## config.mk

```make
export PLATFORM = sky130hd
export DESIGN_NAME = rv32_dmem_arbiter
export DESIGN_NICKNAME = d
export VERILOG_FILES = /design/src/rtl/rv32_dmem_arbiter.sv
export SDC_FILE = /design/constraint.sdc
export NUM_CORES = 1
export LEC_CHECK = 0
export CORE_AREA = 8 8 98 100
export DETAILED_ROUTE_END_ITERATION = 10
export DIE_AREA = 0 0 106 108
export GPL_TIMING_DRIVEN = 0
export HOLD_SLACK_MARGIN = 0.1
export PLACE_DENSITY = 0.73
export SLEW_MARGIN = 20
export SYNTH_ARGS = -nofsm -noshare
export SYNTH_HDL_FRONTEND = slang
export SYNTH_SLANG_ARGS = --single-unit
export TNS_END_PERCENT = 1
```

## constraint.sdc

```tcl
create_clock -name clk -period 1.7 [get_ports clk]
set_input_delay 0.17 -clock clk [delete_from_list [all_inputs] [get_ports clk]]
set_output_delay 0.17 -clock clk [all_outputs]
set_load 0.02 [all_outputs]
```

## src/rtl/rv32_dmem_arbiter.sv

```systemverilog
// rtl/rv32_dmem_arbiter.sv - data-priority fetch/load-store arbiter for the shared data memory port
module rv32_dmem_arbiter #(
   parameter int STARVE_MAX = 4,
   parameter int CNT_W      = 3
) (
   input  logic        clk,
   input  logic        reset,
   input  logic        if_req,
   input  logic [29:0] if_addr,
   output logic        if_gnt,
   output logic        if_rvalid,
   output logic [31:0] if_rdata,
   input  logic        d_req,
   input  logic        d_we,
   input  logic [29:0] d_addr,
   input  logic [3:0]  d_be,
   input  logic [31:0] d_wdata,
   output logic        d_gnt,
   output logic        d_rvalid,
   output logic [31:0] d_rdata,
   output logic [29:0] memif_addr,
   output logic        memif_we,
   output logic [3:0]  memif_be,
   output logic [31:0] memif_wdata,
   input  logic [31:0] memif_rdata
);

   typedef enum logic [1:0] {OWN_NONE, OWN_IF, OWN_D} owner_t;

   localparam logic [CNT_W-1:0] CNT_MAX = CNT_W'(STARVE_MAX);

   owner_t           owner;
   logic [CNT_W-1:0] starve_cnt;
   logic             force_if;

   // Data side wins unless fetch has been denied STARVE_MAX cycles in a row.
   assign force_if = (starve_cnt == CNT_MAX);
   assign if_gnt   = if_req & (~d_req | force_if);
   assign d_gnt    = d_req & ~if_gnt;

   always_comb begin
      memif_addr  = '0;
      memif_we    = 1'b0;
      memif_be    = 4'b0000;
      memif_wdata = '0;
      if (if_gnt) begin
         memif_addr = if_addr;
         memif_be   = 4'b1111;
      end else if (d_gnt) begin
         memif_addr  = d_addr;
         memif_we    = d_we;
         memif_be    = d_we ? d_be : 4'b1111;
         memif_wdata = d_we ? d_wdata : 32'h0;
      end
   end

   always_ff @(posedge clk or negedge reset) begin
      if (!reset) begin
         owner      <= OWN_NONE;
         starve_cnt <= '0;
      end else begin
         if (if_gnt)
            owner <= OWN_IF;
         else if (d_gnt && !d_we)
            owner <= OWN_D;
         else
            owner <= OWN_NONE;

         if (if_req && !if_gnt)
            starve_cnt <= (starve_cnt == CNT_MAX) ? CNT_MAX : starve_cnt + CNT_W'(1);
         else
            starve_cnt <= '0;
      end
   end

   // Read data is only routed to the side that owns the outstanding read.
   assign if_rvalid = (owner == OWN_IF);
   assign d_rvalid  = (owner == OWN_D);
   assign if_rdata  = if_rvalid ? memif_rdata : 32'h0;
   assign d_rdata   = d_rvalid  ? memif_rdata : 32'h0;

endmodule
```

**After elaboration in Yosys (flattened, before gate mapping)**

Cells that the tools add are included.

- Add/subtract/negate cells: 1
- Equal/unequal tests: 3
- Multiplexer cells: 16
- Bitwise gates (word level): 5
- Reduce and logical (&&, ||, !) cells: 4

Operators by type and width:

| kind | number |
|---|---|
| 32-bit two-way mux | 5 |
| 30-bit two-way mux | 2 |
| 4-bit two-way mux | 3 |
| 3-bit two-way mux | 2 |
| 2-bit two-way mux | 2 |
| 3-bit by 1-bit adder with 3-bit output (second input constant) | 1 |
| 3-bit == test (second input constant) | 1 |
| 1-bit AND | 2 |
| 2-bit by 1-bit == test with 1-bit output (second input constant) | 1 |
| 2-bit == test (second input constant) | 1 |
| 1-bit logical AND | 2 |
| 1-bit zero test | 2 |
| 1-bit two-way mux | 2 |
| 1-bit NOT | 2 |
| 1-bit bitwise OR | 1 |

- Bits in registers: 5
- Input port bits: 133
- Output and inout bits: 135
- Logic and storage cells: 31

**Longest topological paths before layout**

Gate-level depths: netlist (run 1).

- Depth in word-level cells: 8
- Mapped depth: 6
- Depth with buffers taken out: 4

**Worst setup path after synthesis (run 1)**

OpenSTA, ideal clock, no wires.

- Kind: reg2out
- Start: reg starve_cnt[0]
- End: out memif_wdata[23]
- Data arrival time: 1496 ps
- Required time: 1530 ps
- Slack: 34 ps
- Stages on the path, launching flop included: 6
- Path buffers: 1
- Cell sequence: dfrtp_1 > inv_1 > ha_1 > and3_4 > buf_2 > nor3b_1

- Cells in the longest elaborated chain, start to end: 7

Ends and longest elaborated chain:

| element | RTL line | text |
|---|---|---|
| from (decl) | 33 | `logic [CNT_W-1:0] starve_cnt;` |
| from (signal assigned) | 70 | `starve_cnt <= (starve_cnt == CNT_MAX) ? CNT_MAX : starve_cnt + CNT_W'(1);` |
| 3-bit == test * | 37 | `assign force_if = (starve_cnt == CNT_MAX);` |
| 1-bit bitwise OR * | 38 | `assign if_gnt = if_req & (~d_req \| force_if);` |
| 1-bit AND * | 38 |  |
| 1-bit NOT | 39 | `assign d_gnt = d_req & ~if_gnt;` |
| 1-bit AND | 39 |  |
| 32-bit two-way mux | 49 | `end else if (d_gnt) begin` |
| 32-bit two-way mux * | 46 | `if (if_gnt) begin` |
| to (decl) | 24 | `output logic [31:0] memif_wdata,` |

Mark *: on every way between the ends. The rest lies on a longest branch, timed or not.

**Worst setup path after layout (run 1)**

- Start: reg starve_cnt[0]
- End: out memif_wdata[18]

The elaborated chain is that of the path after synthesis.

==> results of run 1 <==
[state kept, by name (all words and copies together) (netlist names)]
signal      cells
starve_cnt      3
owner           2
[area by class of cell]
type	count	area [um2]	area share, %
Buffer	27	224	5.20
Clock buffer	4	45.0	1.05
Inverter	3	11.3	0.261
Multi-Input combinational cell	212	1450	33.6
Sequential cell	5	125	2.90
Tap cell	105	131	3.05
Timing Repair Buffer	270	2320	54.0
[cell families after synthesis]
family / Yosys count / synth area share, %
fa+ha+maj: 2 / 1.53
simple gates: 174 / 66.0
compound gates: 36 / 14.6
flops: 5 / 7.66
buf+inv: 30 / 10.2
[path summary, 6_finish.rpt]
kind                       cells after the start              end     startpoint  slack, ns
max                                            7  memif_wdata[18]  starve_cnt[0]      -0.10
min in group clk                               3    starve_cnt[2]         if_req       0.22
max in group asynchronous                      1    starve_cnt[1]          reset       1.34
max reg2reg                                    5         owner[1]  starve_cnt[0]       0.35
min                                            1         owner[0]          reset       0.17
min reg2reg                                    1    starve_cnt[0]  starve_cnt[0]       0.49
[power breakdown]
group          leakage [nW]  switching, mW  internal, mW
Combinational          1.90          0.481         0.557
Sequential           0.0666        0.00480         0.124
Clock                0.0228         0.0559         0.161
Total                  1.99          0.541         0.842
[layer usage]
| layer | GRT usage [%] | vias up | routed length, um |
|---|---|---|---|
| met4 | 3.22 | 2 | 108 |
| met1 | 17.2 | 1235 | 4210 |
| met2 | 33.4 | 192 | 5970 |
| met5 | 0 | - | 13 |
| met3 | 7.14 | 12 | 1200 |
| li1 | - | 1378 | - |
[metrics by stage]
stage	setup WS [ns]	std cells
finish	-0.105	626
global route	-0.175	626
CTS	-0.183	623
detailed placement	-0.558	618
global placement	-0.541	618
floorplan	0.0336	247
[worst reg2reg max path, cell delays in order, from the launching register on]
cell	delay, ns
dfrtp_1	0.38
inv_2	0.06
ha_4	0.17
and3_4	0.17
buf_4	0.19
nor3b_1	0.27
[synthesized netlist by cell type (all sizes together)]
| master | n | area [um2] |
|---|---|---|
| nor2b | 3 | 18.8 |
| nor3b | 34 | 355 |
| nor2 | 2 | 7.51 |
| a21boi | 1 | 11.3 |
| and3 | 1 | 11.3 |
| clkbuf | 8 | 30.0 |
| buf | 19 | 125 |
| a21oi | 1 | 5.00 |
| dfrtp | 5 | 125 |
| nand2 | 63 | 236 |
| and4 | 1 | 8.76 |
| nand2b | 5 | 31.3 |
| and2 | 64 | 400 |
| or3b | 1 | 8.76 |
| o2bb2ai | 4 | 35.0 |
| inv | 3 | 11.3 |
| o22ai | 30 | 188 |
| ha | 2 | 25.0 |
[what timing repair did]
action | in CTS | in global routing
pin swaps | 8 | 17
gates cloned | 0 | 2
gates resized for setup | 487 | 94
setup endpoints to repair | 135 | 124
setup buffers | 1 | 1
==> metrics.txt, run 1 <==
run status=finished, violations left; violated checks=negative setup slack; commonest non-fill, non-tap cell in the layout=clkdlybuf4s50_1; Worst Skew=0.00107 ns; Worst path slowest cell=dfrtp_1; TritonCTS buffer count=3; Avg Inst Size Synth=6.62 um2; PortBufs=266; Fmax=approximately 0.55 GHz; Initial Utilization=around a fifth; routed wire length=~11 mm; Critical Path Fanout Max=10; RSZ-0062 raised after global routing=true; Max VDD drop=between 0.15 and 0.2 mV; max-cap violations=0; final std cell area, no fill=4310 um2; Area Growth Syn to Fin=164%; DP Area=approximately 4400 um2; HPWL Detailed=10.1 mm; total track usage=between 15 and 20%; Worst-path clk slew=about 0.030 ns; Crit path max-delay family=buffers and inverters; total gr overflow=0; P_leak=just under 2 nW; Clk Latency, worst-skew pair=0.22 ns; post-DR vias/cell=roughly 4.5; Buf+Inv Stages, Crit Path=4; Residual DRC=0; CTS Sinks=5; Tmin final=~1.8 ns; final setup fails=64; utilization after layout=between 50 and 60%; Final Hold Fails=0; relative slew slack=a little over two thirds; setup ws final=-0.105 ns; final worst-path cycle share=106%; FF+latch count, synth=5; Worst path max stage delay=roughly 0.38 ns; io pins=approximately 270; Die Wd=about 110 um; syn nets=around 380; Final Wtd Congestion=0.801; data required time of the critical path=approximately 1.5 ns; critical path cell sequence=inv_2, ha_4, and3_4, buf_8, buf_6, nor3b_2, buf_4; FP Rows=33; most frequent cells in the layout=clkdlybuf4s50_1, buf_4, and2_1; share of layout cells above drive strength 1=~37%; H-tree level count=1; fillers=roughly 800; post-synthesis cell type count=21; clk root buf=clkbuf_8; final slew viol count=0; worst hold path type=primary input to async pin; ANT cells=0; nets@finish=between 600 and 700; crit end category=output pin; CTS tree=done; setup_tns=-3.72 ns; vias in the first global route=a little under 3k; Cell Pwr Density=approximately 320 nW/um2; sequential fraction of the synthesis area=7.66%; die area=around 11,000 um2; Setup CP Type=flip-flop to output pin; wire length per cell=between 15 and 20 um; nature of the critical path startpoint=flip-flop; initial antenna violation count=1; Mapped Area=between 1500 and 2000 um2; Post-Syn Instances=~250; Via Count=2,819; first drt pass iteration count=4; Ys Warns=0; core box area=slightly above 8000 um2; final antenna-violating net count=0; WHS=between 0.15 and 0.2 ns; hold-fix buffer count after cts=0; DRT iter0 DRCs=60; Die H=108 um; first-pass GRT wire length=approximately 16 mm; Critical Path AT=1.63 ns; largest net degree at the start of global routing=11; CTS max path bufs=2; Total Power=roughly 1.4 mW; Worst Tran Pin Value=~0.44 ns
(Power assumes the default switching activity.)
==> run 2, diff against run 1 <==
- SKIP_CTS_REPAIR_TIMING: not set -> 1
==> run 2 against run 1 <==
Against the previous run:
- the run still ends with negative setup slack left
- clock skew is 0.00079 ns lower
- die area is the same
- non-clock buffer count down 3
- cell area is 5.0% higher
- flip-flop and latch count did not move
- global-route usage barely moved
- via count shrank 1.6%
- critical path type unchanged
- highest routed layer unchanged
==> metrics.txt, run 2 (synthesis results as in run 1) <==
total track usage=between 15 and 20%; crit end category=output pin; DRT iter0 DRCs=63; WL met1=approximately 4.2 mm; first drt pass iteration count=4; total gr overflow=0; die area=about 11,000 um2; H-tree level count=1; Die H=108 um; nets@finish=654; Reg2Reg Depth=5; Initial Utilization=20.3%; Worst-path clk slew=about 0.030 ns; violated checks=negative setup slack; Max VDD drop=~0.16 mV; Worst Tran Pin Value=between 0.4 and 0.5 ns; final antenna-violating net count=0; wire length per cell=around 18 um; clk root buf=clkbuf_8; r2r setup slk=about 0.4 ns; Most flops, register=starve_cnt; fillers=about 790; Critical Path Fanout Max=10; nature of the critical path startpoint=flip-flop; critical path cell sequence=nor2b_4, clkbuf_2, and2_1, clkdlybuf4s50_1; RSZ-0062 raised after global routing=true; run status=finished, violations left; HPWL Detailed=10.1 mm; setup ws final=-0.290 ns; initial antenna violation count=1; Final Hold Fails=0; Setup CP Type=flip-flop to output pin; utilization after layout=between 50% and 60%; worst hold path type=primary input to async pin; Area Growth Syn to Fin=177%; worst r2r dst=owner[1]; DP Area=around 4400 um2; setup slack at placement=-0.558 ns; final setup fails=between 50 and 60; post-DR vias/cell=4.45; worst reg2reg path startpoint=starve_cnt[0]; CTS max path bufs=2; Worst Skew=~0.00027 ns; relative slew slack=70.8%; TritonCTS buffer count=3; Tmin final=1.99 ns; Worst path slowest cell=clkdlybuf4s50_1; ANT cells=0; FP Rows=33; top flop regs=starve_cnt x3, owner x2; CTS Sinks=5; Sequential cell area=~130 um2; CTS tree=done; PortBufs=roughly 270; most frequent cells in the layout=clkdlybuf4s50_1, and2_1, nand2_1; vias in the first global route=2,893; footprint of the multi-input gates=1430 um2; io pins=roughly 270; Cell Pwr Density=slightly above 300 nW/um2; routed wire length=roughly 12 mm; largest net degree at the start of global routing=11; Fmax=a little over 0.5 GHz; Final Wtd Congestion=approximately 0.80; P_leak=slightly below 3 nW; Via Count=approximately 2.8k; Crit path max-delay family=buffers and inverters; metal3 WL=between 1 and 1.5 mm; first-pass GRT wire length=16.0 mm; Worst path max stage delay=0.60 ns; core box area=around 8100 um2; Clk Latency, worst-skew pair=0.22 ns; routed wl met2=6.05 mm; commonest non-fill, non-tap cell in the layout=clkdlybuf4s50_1; max-cap violations=0; share of layout cells above drive strength 1=about a quarter; final slew viol count=0; Critical Path AT=1.82 ns; uppermost layer routed=met5; Die Wd=about 110 um; final std cell area, no fill=between 4000 and 5000 um2; Buf+Inv Stages, Crit Path=2; final worst-path cycle share=117%; data required time of the critical path=between 1.5 and 2 ns; Residual DRC=0; max reg flops=3
[run 2: area by class of cell]
type                    instances  area share [%]
multi-input cells             212            31.5
repair buffers                267            57.0
clock buffers                   4           0.996
flip-flops and latches          5            2.77
well taps                     105            2.90
plain buffers                  27            4.54
inverters                       3           0.249
[run 2: where the power goes]
group / total [mW] / internal (mW) / switching [mW]
Sequential: 0.129 / 0.124 / 0.00479
Combinational: 1.05 / 0.572 / 0.476
Clock: 0.215 / 0.161 / 0.0543
[run 2: worst max-delay path by stage]
stage                        from         endpoint  slack [ns]  cells after the start
global placement            d_req   memif_addr[10]       -0.54                      6
finish                   owner[0]     if_rdata[13]       -0.29                      4
CTS                 starve_cnt[0]   memif_addr[17]       -0.73                      6
floorplan           starve_cnt[0]  memif_wdata[23]        0.03                      5
global route             owner[0]     if_rdata[13]       -0.37                      4
detailed placement           d_we  memif_wdata[15]       -0.56                      5
[run 2: through the flow]
stage          hold slack [ns]  std cells  setup TNS, ns  power, mW
2_1_floorplan           -0.126        247              0      0.553
3_3_place_gp             0.407        618         -48.07       1.22
3_5_place_dp             0.413        618         -51.13       1.23
4_1_cts                  0.184        622         -78.90       1.45
5_1_grt                  0.195        623          -9.60       1.47
6_report                 0.177        623          -5.31       1.39
[run 2: routing by layer]
metal / GRT usage (%) / up-vias
li1: - / 1367
met1: 16.9 / 1230
met2: 33.4 / 170
met3: 7.73 / 4
met4: 3.22 / 2
met5: 0 / -
==> run 3, diff against run 2 <==
- PLACE_DENSITY: 0.73 -> 0.76
==> run 3 against run 2 <==
Against the previous run:
- the flow still finishes with violations (negative setup slack)
- clock skew is 0.0027 ns higher
- sequential power about the same
- global-route usage up 1.1 points
- via count grew 0.61%
- power hardly changed
- combinational power barely moved
- setup slack gained 0.10 ns
- cell area increased by 0.33%
- non-clock buffer count up 1
- critical path type unchanged
- largest cell class unchanged
==> metrics.txt, run 3 (synthesis results as in run 1) <==
run status=finished, violations left; violated checks=negative setup slack; critical path launch point=starve_cnt[0]; Die Wd=between 100 and 150 um; most frequent cells in the layout=clkdlybuf4s50_1, dlymetal6s2s_1, and2_1; DRT iter0 DRCs=slightly below 50; FP Rows=33; TritonCTS buffer count=3; final slew viol count=0; worst reg2reg path startpoint=starve_cnt[0]; H-tree level count=1; io pins=between 200 and 300; wire length per cell=~19 um; relative slew slack=69.7%; RSZ-0062 raised after global routing=true; Area Growth Syn to Fin=178%; initial antenna violation count=0; PortBufs=around 270; Final Wtd Congestion=0.827; Critical Path AT=approximately 1.7 ns; post-DR vias/cell=4.47; utilization after layout=56.4%; P_leak=2.98 nW; nets@finish=around 660; setup_tns=-6.29 ns; Cell Pwr Density=around 300 nW/um2; Most flops, register=starve_cnt; Clk Latency, worst-skew pair=~0.22 ns; first drt pass iteration count=4; critical path cell sequence=inv_2, ha_4, and3_4, buf_8, buf_6, nor3b_2, buf_4; ANT cells=0; Reg2Reg Depth=5; Setup CP Type=flip-flop to output pin; max reg flops=3; first-pass GRT wire length=16.8 mm; clk root buf=clkbuf_8; Initial Utilization=between 20% and 30%; CTS max path bufs=2; Crit path max-delay family=buffers and inverters; setup ws final=-0.185 ns; Buf+Inv Stages, Crit Path=4; Critical Path Fanout Max=10; final setup fails=68; Die H=between 100 and 150 um; share of layout cells above drive strength 1=approximately a quarter; nature of the critical path startpoint=flip-flop; WHS=roughly 0.17 ns; setup slack at placement=-0.595 ns; core box area=about 8000 um2; top flop regs=starve_cnt x3, owner x2; final std cell area, no fill=around 4500 um2; die area=11,400 um2; max-cap violations=0; total track usage=18.5%; crit end category=output pin; Final Hold Fails=0; Worst Skew=0.00298 ns; Worst Tran Pin Value=0.454 ns; CTS tree=done; r2r setup slk=0.35 ns; total gr overflow=0; CTS Sinks=5; Max VDD drop=0.208 mV; Worst path slowest cell=dfrtp_1; largest net degree at the start of global routing=11; commonest non-fill, non-tap cell in the layout=clkdlybuf4s50_1; final worst-path cycle share=111%; DP Area=between 4000 and 5000 um2; routed wire length=approximately 12 mm; data required time of the critical path=1.53 ns; worst hold path type=primary input to async pin; Worst-path clk slew=around 0.040 ns; Residual DRC=0; Tmin final=about 1.9 ns; HPWL Detailed=around 10 mm; final antenna-violating net count=0; Inst Count DP=around 620; Layout Cells excl Fill=624; Fmax=between 0.5 and 0.6 GHz; Via Count=between 2k and 3k; Total Power=about 1.4 mW; worst r2r dst=owner[1]; vias in the first global route=between 2k and 3k; Worst path max stage delay=between 0.3 and 0.4 ns
==> run 3: changes by cell type in the layout (fill, tap and decap cells not counted), moves of 4 or more <==
| cell | delta |
|---|---|
| buf_4 | -11 |
| buf_6 | -4 |
| dlymetal6s2s_1 | +8 |
| buf_2 | +4 |
==> run 3: area by class of cell <==
type,instances,area [um2]
fillers,784,3510
repair buffers,268,2610
multi-input cells,212,1410
plain buffers,27,201
well taps,105,131
flip-flops and latches,5,125
clock buffers,4,45.0
inverters,3,11.3
==> run 3: worst max-delay path by stage <==
stage | to | slack, ns | depth (start not counted)
floorplan | memif_wdata[23] | 0.03 | 5
global placement | memif_addr[16] | -0.56 | 5
detailed placement | memif_wdata[19] | -0.60 | 5
CTS | memif_addr[18] | -0.74 | 6
global route | memif_wdata[14] | -0.23 | 7
finish | memif_wdata[13] | -0.18 | 7
==> run 3: report_power, final <==
| part | total, mW | switching (mW) | internal, mW |
|---|---|---|---|
| logic | 1.04 | 0.474 | 0.567 |
| clock network | 0.222 | 0.0606 | 0.161 |
| registers | 0.129 | 0.00450 | 0.124 |
==> run 3: layer usage <==
metal	up-vias	routed length [um]	GRT usage, %
met1	1212	4180	17.3
met3	22	1210	8.33
met5	-	0	0
li1	1372	-	-
met4	0	272	5.73
met2	184	6290	35.3
